### config.mk
export PLATFORM = sky130hd
export DESIGN_NAME = multicycle_controller_flat
export DESIGN_NICKNAME = d
export VERILOG_FILES = /design/src/rtl/multicycle_controller_if.sv /design/src/rtl/multicycle_controller.sv /design/src/flat_wrapper.sv
export SDC_FILE = /design/constraint.sdc
export NUM_CORES = 1
export LEC_CHECK = 0
export CORE_MARGIN = 2
export CORE_UTILIZATION = 40
export CTS_BUF_LIST = sky130_fd_sc_hd__clkbuf_16
export DETAILED_ROUTE_END_ITERATION = 8
export DONT_BUFFER_PORTS = 1
export PLACE_DENSITY = 0.54
export SKIP_LAST_GASP = 1
export SYNTH_ARGS = -nofsm -noshare
export SYNTH_HDL_FRONTEND = slang
export SYNTH_SLANG_ARGS = --single-unit
export TNS_END_PERCENT = 50
### constraint.sdc
create_clock -name clk -period 4.7 [get_ports clk]
set_clock_uncertainty 0.2 [all_clocks]
set_input_delay 0.47 -clock clk [delete_from_list [all_inputs] [get_ports clk]]
set_output_delay 0.47 -clock clk [all_outputs]
set_load 0.005 [all_outputs]
### src/rtl/multicycle_controller_if.sv
// ----------------------------------------------------------------------------
// multicycle_controller_if
// Bundle between the multicycle controller and the LEGv8 datapath.
//   master : controller side. It takes opcode/zero/mem_ready and drives the
//            enables, the selects, the status flags and the retire count.
//   slave  : datapath side. Directions are the mirror image of master.
// Signals:
//   opcode      instruction[31:21] from the instruction register
//   zero        ALU zero flag
//   mem_ready   data memory access complete
//   ir_write    load instruction register
//   pc_write    load PC this edge
//   pc_src      0 = PC+4, 1 = branch target
//   reg_to_loc  register port-2 address select (1 = Rt)
//   reg_write   register bank write enable
//   alu_src     0 = register, 1 = sign-extended immediate
//   alu_op      00 add, 01 pass-B, 10 R-type funct
//   mem_req     data memory request
//   mem_we      1 = store (valid with mem_req)
//   mem_to_reg  write-back source (1 = data memory)
//   halted      sticky stop flag
//   error       sticky, halt caused by a memory timeout
//   instr_count retired instruction count
// ----------------------------------------------------------------------------
interface multicycle_controller_if #(
  parameter int CNT_W = 32
);
  logic [10:0]      opcode;
  logic             zero;
  logic             mem_ready;
  logic             ir_write;
  logic             pc_write;
  logic             pc_src;
  logic             reg_to_loc;
  logic             reg_write;
  logic             alu_src;
  logic [1:0]       alu_op;
  logic             mem_req;
  logic             mem_we;
  logic             mem_to_reg;
  logic             halted;
  logic             error;
  logic [CNT_W-1:0] instr_count;

  modport master (
    input  opcode, zero, mem_ready,
    output ir_write, pc_write, pc_src, reg_to_loc, reg_write, alu_src,
           alu_op, mem_req, mem_we, mem_to_reg, halted, error, instr_count
  );

  modport slave (
    output opcode, zero, mem_ready,
    input  ir_write, pc_write, pc_src, reg_to_loc, reg_write, alu_src,
           alu_op, mem_req, mem_we, mem_to_reg, halted, error, instr_count
  );
endinterface

### src/rtl/multicycle_controller.sv
// ----------------------------------------------------------------------------
// multicycle_controller
// FSM that sequences the LEGv8 datapath over several cycles per instruction:
// FETCH -> DECODE -> EXEC -> (MEM) -> (WB) -> FETCH. Data memory accesses
// wait on mem_ready, with a bounded wait that halts with error=1. Illegal
// opcodes halt with error=0. Every pc_write retires one instruction.
// Ports:
//   clk    system clock, rising edge
//   reset  synchronous, active-high; forces every output to 0 while high
//   bus    multicycle_controller_if.master (see interface file)
// Parameters:
//   TIMEOUT  maximum MEM cycles waiting for mem_ready (1..255)
//   CNT_W    width of instr_count
// ----------------------------------------------------------------------------
module multicycle_controller #(
  parameter int TIMEOUT = 16,
  parameter int CNT_W   = 32
) (
  input logic                     clk,
  input logic                     reset,
  multicycle_controller_if.master bus
);

  localparam logic [2:0] S_FETCH  = 3'd0;
  localparam logic [2:0] S_DECODE = 3'd1;
  localparam logic [2:0] S_EXEC   = 3'd2;
  localparam logic [2:0] S_MEM    = 3'd3;
  localparam logic [2:0] S_WB     = 3'd4;
  localparam logic [2:0] S_HALT   = 3'd5;

  // C_NONE doubles as "illegal opcode" out of the decoder.
  localparam logic [2:0] C_NONE = 3'd0;
  localparam logic [2:0] C_R    = 3'd1;
  localparam logic [2:0] C_LD   = 3'd2;
  localparam logic [2:0] C_ST   = 3'd3;
  localparam logic [2:0] C_CBZ  = 3'd4;
  localparam logic [2:0] C_B    = 3'd5;

  // Wait-counter value seen during the TIMEOUT-th MEM cycle.
  localparam logic [7:0] WAIT_LAST = 8'(TIMEOUT - 1);

  function automatic logic [2:0] decode_class(input logic [10:0] op);
    logic [2:0] cls;
    cls = C_NONE;
    casez (op)
      11'b10001011000,
      11'b11001011000,
      11'b10001010000,
      11'b10101010000: cls = C_R;
      11'b11111000010: cls = C_LD;
      11'b11111000000: cls = C_ST;
      11'b10110100???: cls = C_CBZ;
      11'b000101?????: cls = C_B;
      default:         cls = C_NONE;
    endcase
    return cls;
  endfunction

  logic [2:0]       r_state;
  logic [2:0]       r_class;
  logic [7:0]       r_wait;
  logic [CNT_W-1:0] r_instr_count;
  logic             r_halted;
  logic             r_error;

  logic [2:0] w_state_next;
  logic [7:0] w_wait_next;
  logic       w_set_error;
  logic [2:0] w_class_dec;
  logic [2:0] w_class_eff;
  logic       w_static_en;

  logic       w_ir_write;
  logic       w_pc_write;
  logic       w_pc_src;
  logic       w_reg_to_loc;
  logic       w_reg_write;
  logic       w_alu_src;
  logic [1:0] w_alu_op;
  logic       w_mem_req;
  logic       w_mem_we;
  logic       w_mem_to_reg;

  always_comb begin
    w_class_dec  = decode_class(bus.opcode);
    // The class register is only loaded at the end of DECODE, so DECODE
    // itself drives the class-static selects from the live decode.
    w_class_eff  = (r_state == S_DECODE) ? w_class_dec : r_class;
    w_state_next = r_state;
    w_wait_next  = r_wait;
    w_set_error  = 1'b0;
    w_ir_write   = 1'b0;
    w_pc_write   = 1'b0;
    w_pc_src     = 1'b0;
    w_reg_write  = 1'b0;
    w_mem_req    = 1'b0;
    w_mem_we     = 1'b0;

    case (r_state)
      S_FETCH: begin
        w_ir_write   = 1'b1;
        w_state_next = S_DECODE;
      end
      S_DECODE: begin
        w_state_next = (w_class_dec == C_NONE) ? S_HALT : S_EXEC;
      end
      S_EXEC: begin
        case (r_class)
          C_R:  w_state_next = S_WB;
          C_LD,
          C_ST: begin
            w_state_next = S_MEM;
            w_wait_next  = 8'd0;
          end
          C_CBZ: begin
            w_pc_write   = 1'b1;
            w_pc_src     = bus.zero;
            w_state_next = S_FETCH;
          end
          C_B: begin
            w_pc_write   = 1'b1;
            w_pc_src     = 1'b1;
            w_state_next = S_FETCH;
          end
          default: w_state_next = S_HALT;
        endcase
      end
      S_MEM: begin
        w_mem_req = 1'b1;
        w_mem_we  = (r_class == C_ST);
        // Ready wins even on the last allowed cycle.
        if (bus.mem_ready) begin
          if (r_class == C_ST) begin
            w_pc_write   = 1'b1;
            w_state_next = S_FETCH;
          end else begin
            w_state_next = S_WB;
          end
        end else if (r_wait == WAIT_LAST) begin
          w_state_next = S_HALT;
          w_set_error  = 1'b1;
        end else begin
          w_wait_next = r_wait + 8'd1;
        end
      end
      S_WB: begin
        w_reg_write  = 1'b1;
        w_pc_write   = 1'b1;
        w_state_next = S_FETCH;
      end
      S_HALT:  w_state_next = S_HALT;
      default: w_state_next = S_HALT;
    endcase

    w_static_en  = (r_state == S_DECODE) || (r_state == S_EXEC) ||
                   (r_state == S_MEM)    || (r_state == S_WB);
    w_reg_to_loc = w_static_en && ((w_class_eff == C_ST) || (w_class_eff == C_CBZ));
    w_alu_src    = w_static_en && ((w_class_eff == C_LD) || (w_class_eff == C_ST));
    w_mem_to_reg = w_static_en && (w_class_eff == C_LD);
    w_alu_op     = 2'b00;
    if (w_static_en) begin
      if (w_class_eff == C_R)
        w_alu_op = 2'b10;
      else if ((w_class_eff == C_CBZ) || (w_class_eff == C_B))
        w_alu_op = 2'b01;
    end

    // Reset silences everything in the same cycle, including a pending mem_req.
    if (reset) begin
      w_ir_write   = 1'b0;
      w_pc_write   = 1'b0;
      w_pc_src     = 1'b0;
      w_reg_to_loc = 1'b0;
      w_reg_write  = 1'b0;
      w_alu_src    = 1'b0;
      w_alu_op     = 2'b00;
      w_mem_req    = 1'b0;
      w_mem_we     = 1'b0;
      w_mem_to_reg = 1'b0;
    end
  end

  always_ff @(posedge clk) begin
    if (reset) begin
      r_state       <= S_FETCH;
      r_class       <= C_NONE;
      r_wait        <= 8'd0;
      r_instr_count <= '0;
      r_halted      <= 1'b0;
      r_error       <= 1'b0;
    end else begin
      r_state <= w_state_next;
      r_wait  <= w_wait_next;
      if (r_state == S_DECODE)
        r_class <= w_class_dec;
      if (w_pc_write)
        r_instr_count <= r_instr_count + 1'b1;
      if (w_state_next == S_HALT)
        r_halted <= 1'b1;
      if (w_set_error)
        r_error <= 1'b1;
    end
  end

  assign bus.ir_write    = w_ir_write;
  assign bus.pc_write    = w_pc_write;
  assign bus.pc_src      = w_pc_src;
  assign bus.reg_to_loc  = w_reg_to_loc;
  assign bus.reg_write   = w_reg_write;
  assign bus.alu_src     = w_alu_src;
  assign bus.alu_op      = w_alu_op;
  assign bus.mem_req     = w_mem_req;
  assign bus.mem_we      = w_mem_we;
  assign bus.mem_to_reg  = w_mem_to_reg;
  assign bus.halted      = reset ? 1'b0 : r_halted;
  assign bus.error       = reset ? 1'b0 : r_error;
  assign bus.instr_count = reset ? '0 : r_instr_count;

endmodule

### src/flat_wrapper.sv
// flat-port wrapper written by rule: the top's interface ports become plain ports
module multicycle_controller_flat 
#(
  parameter int TIMEOUT = 16,
  parameter int CNT_W   = 32
)
  (clk, reset, bus_opcode, bus_zero, bus_mem_ready, bus_ir_write, bus_pc_write, bus_pc_src, bus_reg_to_loc, bus_reg_write, bus_alu_src, bus_alu_op, bus_mem_req, bus_mem_we, bus_mem_to_reg, bus_halted, bus_error, bus_instr_count);
  multicycle_controller_if #(.CNT_W(CNT_W)) bus_i ();
  input logic clk;
  input logic reset;
  input wire logic [$bits(bus_i.opcode)-1:0] bus_opcode;
  input wire logic [$bits(bus_i.zero)-1:0] bus_zero;
  input wire logic [$bits(bus_i.mem_ready)-1:0] bus_mem_ready;
  output wire logic [$bits(bus_i.ir_write)-1:0] bus_ir_write;
  output wire logic [$bits(bus_i.pc_write)-1:0] bus_pc_write;
  output wire logic [$bits(bus_i.pc_src)-1:0] bus_pc_src;
  output wire logic [$bits(bus_i.reg_to_loc)-1:0] bus_reg_to_loc;
  output wire logic [$bits(bus_i.reg_write)-1:0] bus_reg_write;
  output wire logic [$bits(bus_i.alu_src)-1:0] bus_alu_src;
  output wire logic [$bits(bus_i.alu_op)-1:0] bus_alu_op;
  output wire logic [$bits(bus_i.mem_req)-1:0] bus_mem_req;
  output wire logic [$bits(bus_i.mem_we)-1:0] bus_mem_we;
  output wire logic [$bits(bus_i.mem_to_reg)-1:0] bus_mem_to_reg;
  output wire logic [$bits(bus_i.halted)-1:0] bus_halted;
  output wire logic [$bits(bus_i.error)-1:0] bus_error;
  output wire logic [$bits(bus_i.instr_count)-1:0] bus_instr_count;
  assign bus_i.opcode = bus_opcode;
  assign bus_i.zero = bus_zero;
  assign bus_i.mem_ready = bus_mem_ready;
  assign bus_ir_write = bus_i.ir_write;
  assign bus_pc_write = bus_i.pc_write;
  assign bus_pc_src = bus_i.pc_src;
  assign bus_reg_to_loc = bus_i.reg_to_loc;
  assign bus_reg_write = bus_i.reg_write;
  assign bus_alu_src = bus_i.alu_src;
  assign bus_alu_op = bus_i.alu_op;
  assign bus_mem_req = bus_i.mem_req;
  assign bus_mem_we = bus_i.mem_we;
  assign bus_mem_to_reg = bus_i.mem_to_reg;
  assign bus_halted = bus_i.halted;
  assign bus_error = bus_i.error;
  assign bus_instr_count = bus_i.instr_count;
  multicycle_controller #(.TIMEOUT(TIMEOUT), .CNT_W(CNT_W)) u_core (.clk(clk), .reset(reset), .bus(bus_i));
endmodule
==> reports/metrics.cfg <==
[global_routing]
grt-ovfl-total=0
grt_pass1_wl_um=10200
antenna_found_initial=0
track_usage_pct=16.3
grt_pass1_vias=2173
grt_max_degree=82

[synth]
seq_area_frac_synth_pct=33.8
synth.top_cell.area_share_pct=33.8
synth.distinct_cells=55
synth.cell_area_sq_mm=0.00285
async_flop_share_pct=0
synthTopCellsByArea=dfxtp_1, nor2b_1, nor2_1
ys_seq_elements=48
synth_commonest_cells=dfxtp_1, nor2_1, nor2b_1
synth.most_common_cell=dfxtp_1
syn_avg_cell_area_sq_um=8.13
synth-edff-count=0
yosys.area.top_type=dfxtp_1
ys.warnings.count=0
syn_inst=350
ys.flop_type=dfxtp_1
synthesis.nets=369

[clock_network]
cts_hold_buf=0
cts.sinks=48
path_clk_slew_ns=0.06
clock_latency_ns=0.28
post_cts.repair.setup_buffers=0
cts_buffer_depth=2
cts_tree=built
cts_resized=0
h-tree-depth=2
cts_root_buf=clkbuf_16
cts_buffers=5

[status]
status=finished clean

[timing]
max_freq_mhz=327
finalHoldViolations=0
worst_pin_slew_ns=0.842
fin_crit_ns=3.06
setup_tns_ns=0
finalSetupViolCount=0
finalMaxSlewViolations=0
slew_headroom_pct=43.6
period_share_pct=65.1
rsz0062_at_grt=false
setup_ws_ns=1.64

[drt]
drtIter0Drc=101
wl_met1_um=3190
vias=2422
dr_wl_met2_um=2740
routed_via_density=5.56
ant_nets=0
route.met3.wl_um=316
routed_wl_um=6290
detail_route.wl_per_cell_um=14.4
top_layer_used=met4
drc=0
drt-pass1-iter-count=4

[power]
powerDensity_mw_per_mm2=273
totalPowerFinal_uw=827
p_leak_nw=1.04
max-vdd-ir-drop_v=0.000161

[worst_setup_path]
path_class=flop to flop
end_kind=flop
worstSetupStartpoint=u_core.r_state[0]
start_kind=flop
crit_fanout=14
critPathArrivalTime_ns=3.07
worstReg2RegStart=u_core.r_state[0]
required_ns=4.72

[layout]
drive_gt1_share_pct=6.47
final_nets=358
fill_cells=708
areaGrowthSynthToFinish_pct=6.24
diodes=0

[die]
ios=60
die_w_um=88.3
rows=30
design.die.area_sq_mm=0.00780
die_h_um=88.3
coreArea_sq_mm=0.00683
start_util_pct=41.6

[placement]
port_buffers=0
gp_congestion=0.755
dp_hpwl_um=4470
dp_slack_ns=1.66

[min_path]
hold_start=reset
hold_path_class=input port to flop

[job]
drv_cap=0

[through the flow]
step                      util, %  cells  area (sq um)  hold WS [ns]
after floorplan                 -    350          2850         0.244
after global placement       42.3    428          2890         0.260
after detailed placement     42.3    428          2890         0.260
after CTS                    44.2    436          3020        0.0529
after global routing         44.2    436          3020        0.0531
final                        44.2    436          3020        0.0682
[worst max-delay path, cell delays in order, from the launching register on]
cell and delay, ns:
dfxtp_1 0.61, nand3b_1 0.25, nor2_1 0.68, o211ai_1 0.51, or4_1 0.60, a21oi_1 0.14
[layout make-up]
type,count,area [sq um],area share (%)
sequential,48,961,31.8
clock inverter,3,11.3,0.373
timing repair buffer,1,7.51,0.248
inverter,8,30.0,0.993
clock buffer,5,125,4.14
tap,96,120,3.97
multi-input combinational,275,1770,58.5
[metal layers]
layer / vias up / GRT usage, %
met3: 4 / 3.54
met1: 1131 / 24.0
li1: 1234 / -
met2: 53 / 24.6
met4: 0 / 2.89
met5: - / 0
[layout by cell type (no fill, tap or decap), types with 9 or more instances in the layout]
cell type and instances:
a21oi_1 16, dfxtp_1 48, nand3_1 9, inv_1 10, nor2_1 45, nand2_1 23, xor2_1 15, o21ai_0 21
nor2b_1 31, o211ai_1 9
[kinds of logic after synthesis]
logic type	after synthesis	share of synthesized area [%]
fa+ha+maj	4	1.76
flops	48	33.8
mux	11	4.22
compound gates	66	14.9
buf+inv	27	4.09
simple gates	178	36.4
xor+xnor	16	4.93
[flip-flops by register name (all words and copies together), names as in the netlist]
| name | cells |
|---|---|
| u_core.r_state | 3 |
| u_core.r_error | 1 |
| u_core.r_class | 3 |
| u_core.r_wait | 8 |
| u_core.r_instr_count | 32 |
| u_core.r_halted | 1 |
[path summary, 6_finish.rpt]
path | cells after the start | slack [ns] | endpoint
setup / recovery | 5 | 1.64 | u_core.r_instr_count[21]
setup reg to reg | 5 | 1.64 | u_core.r_instr_count[21]
hold / removal | 1 | 0.07 | u_core.r_state[2]
hold reg to reg | 2 | 0.27 | u_core.r_wait[1]
[power breakdown]
part | internal [mW] | switching, mW | total [mW]
Combinational | 0.0280 | 0.0348 | 0.0629
Clock | 0.192 | 0.144 | 0.336
Sequential | 0.414 | 0.0133 | 0.428
Power figures use the tool's default switching activity.
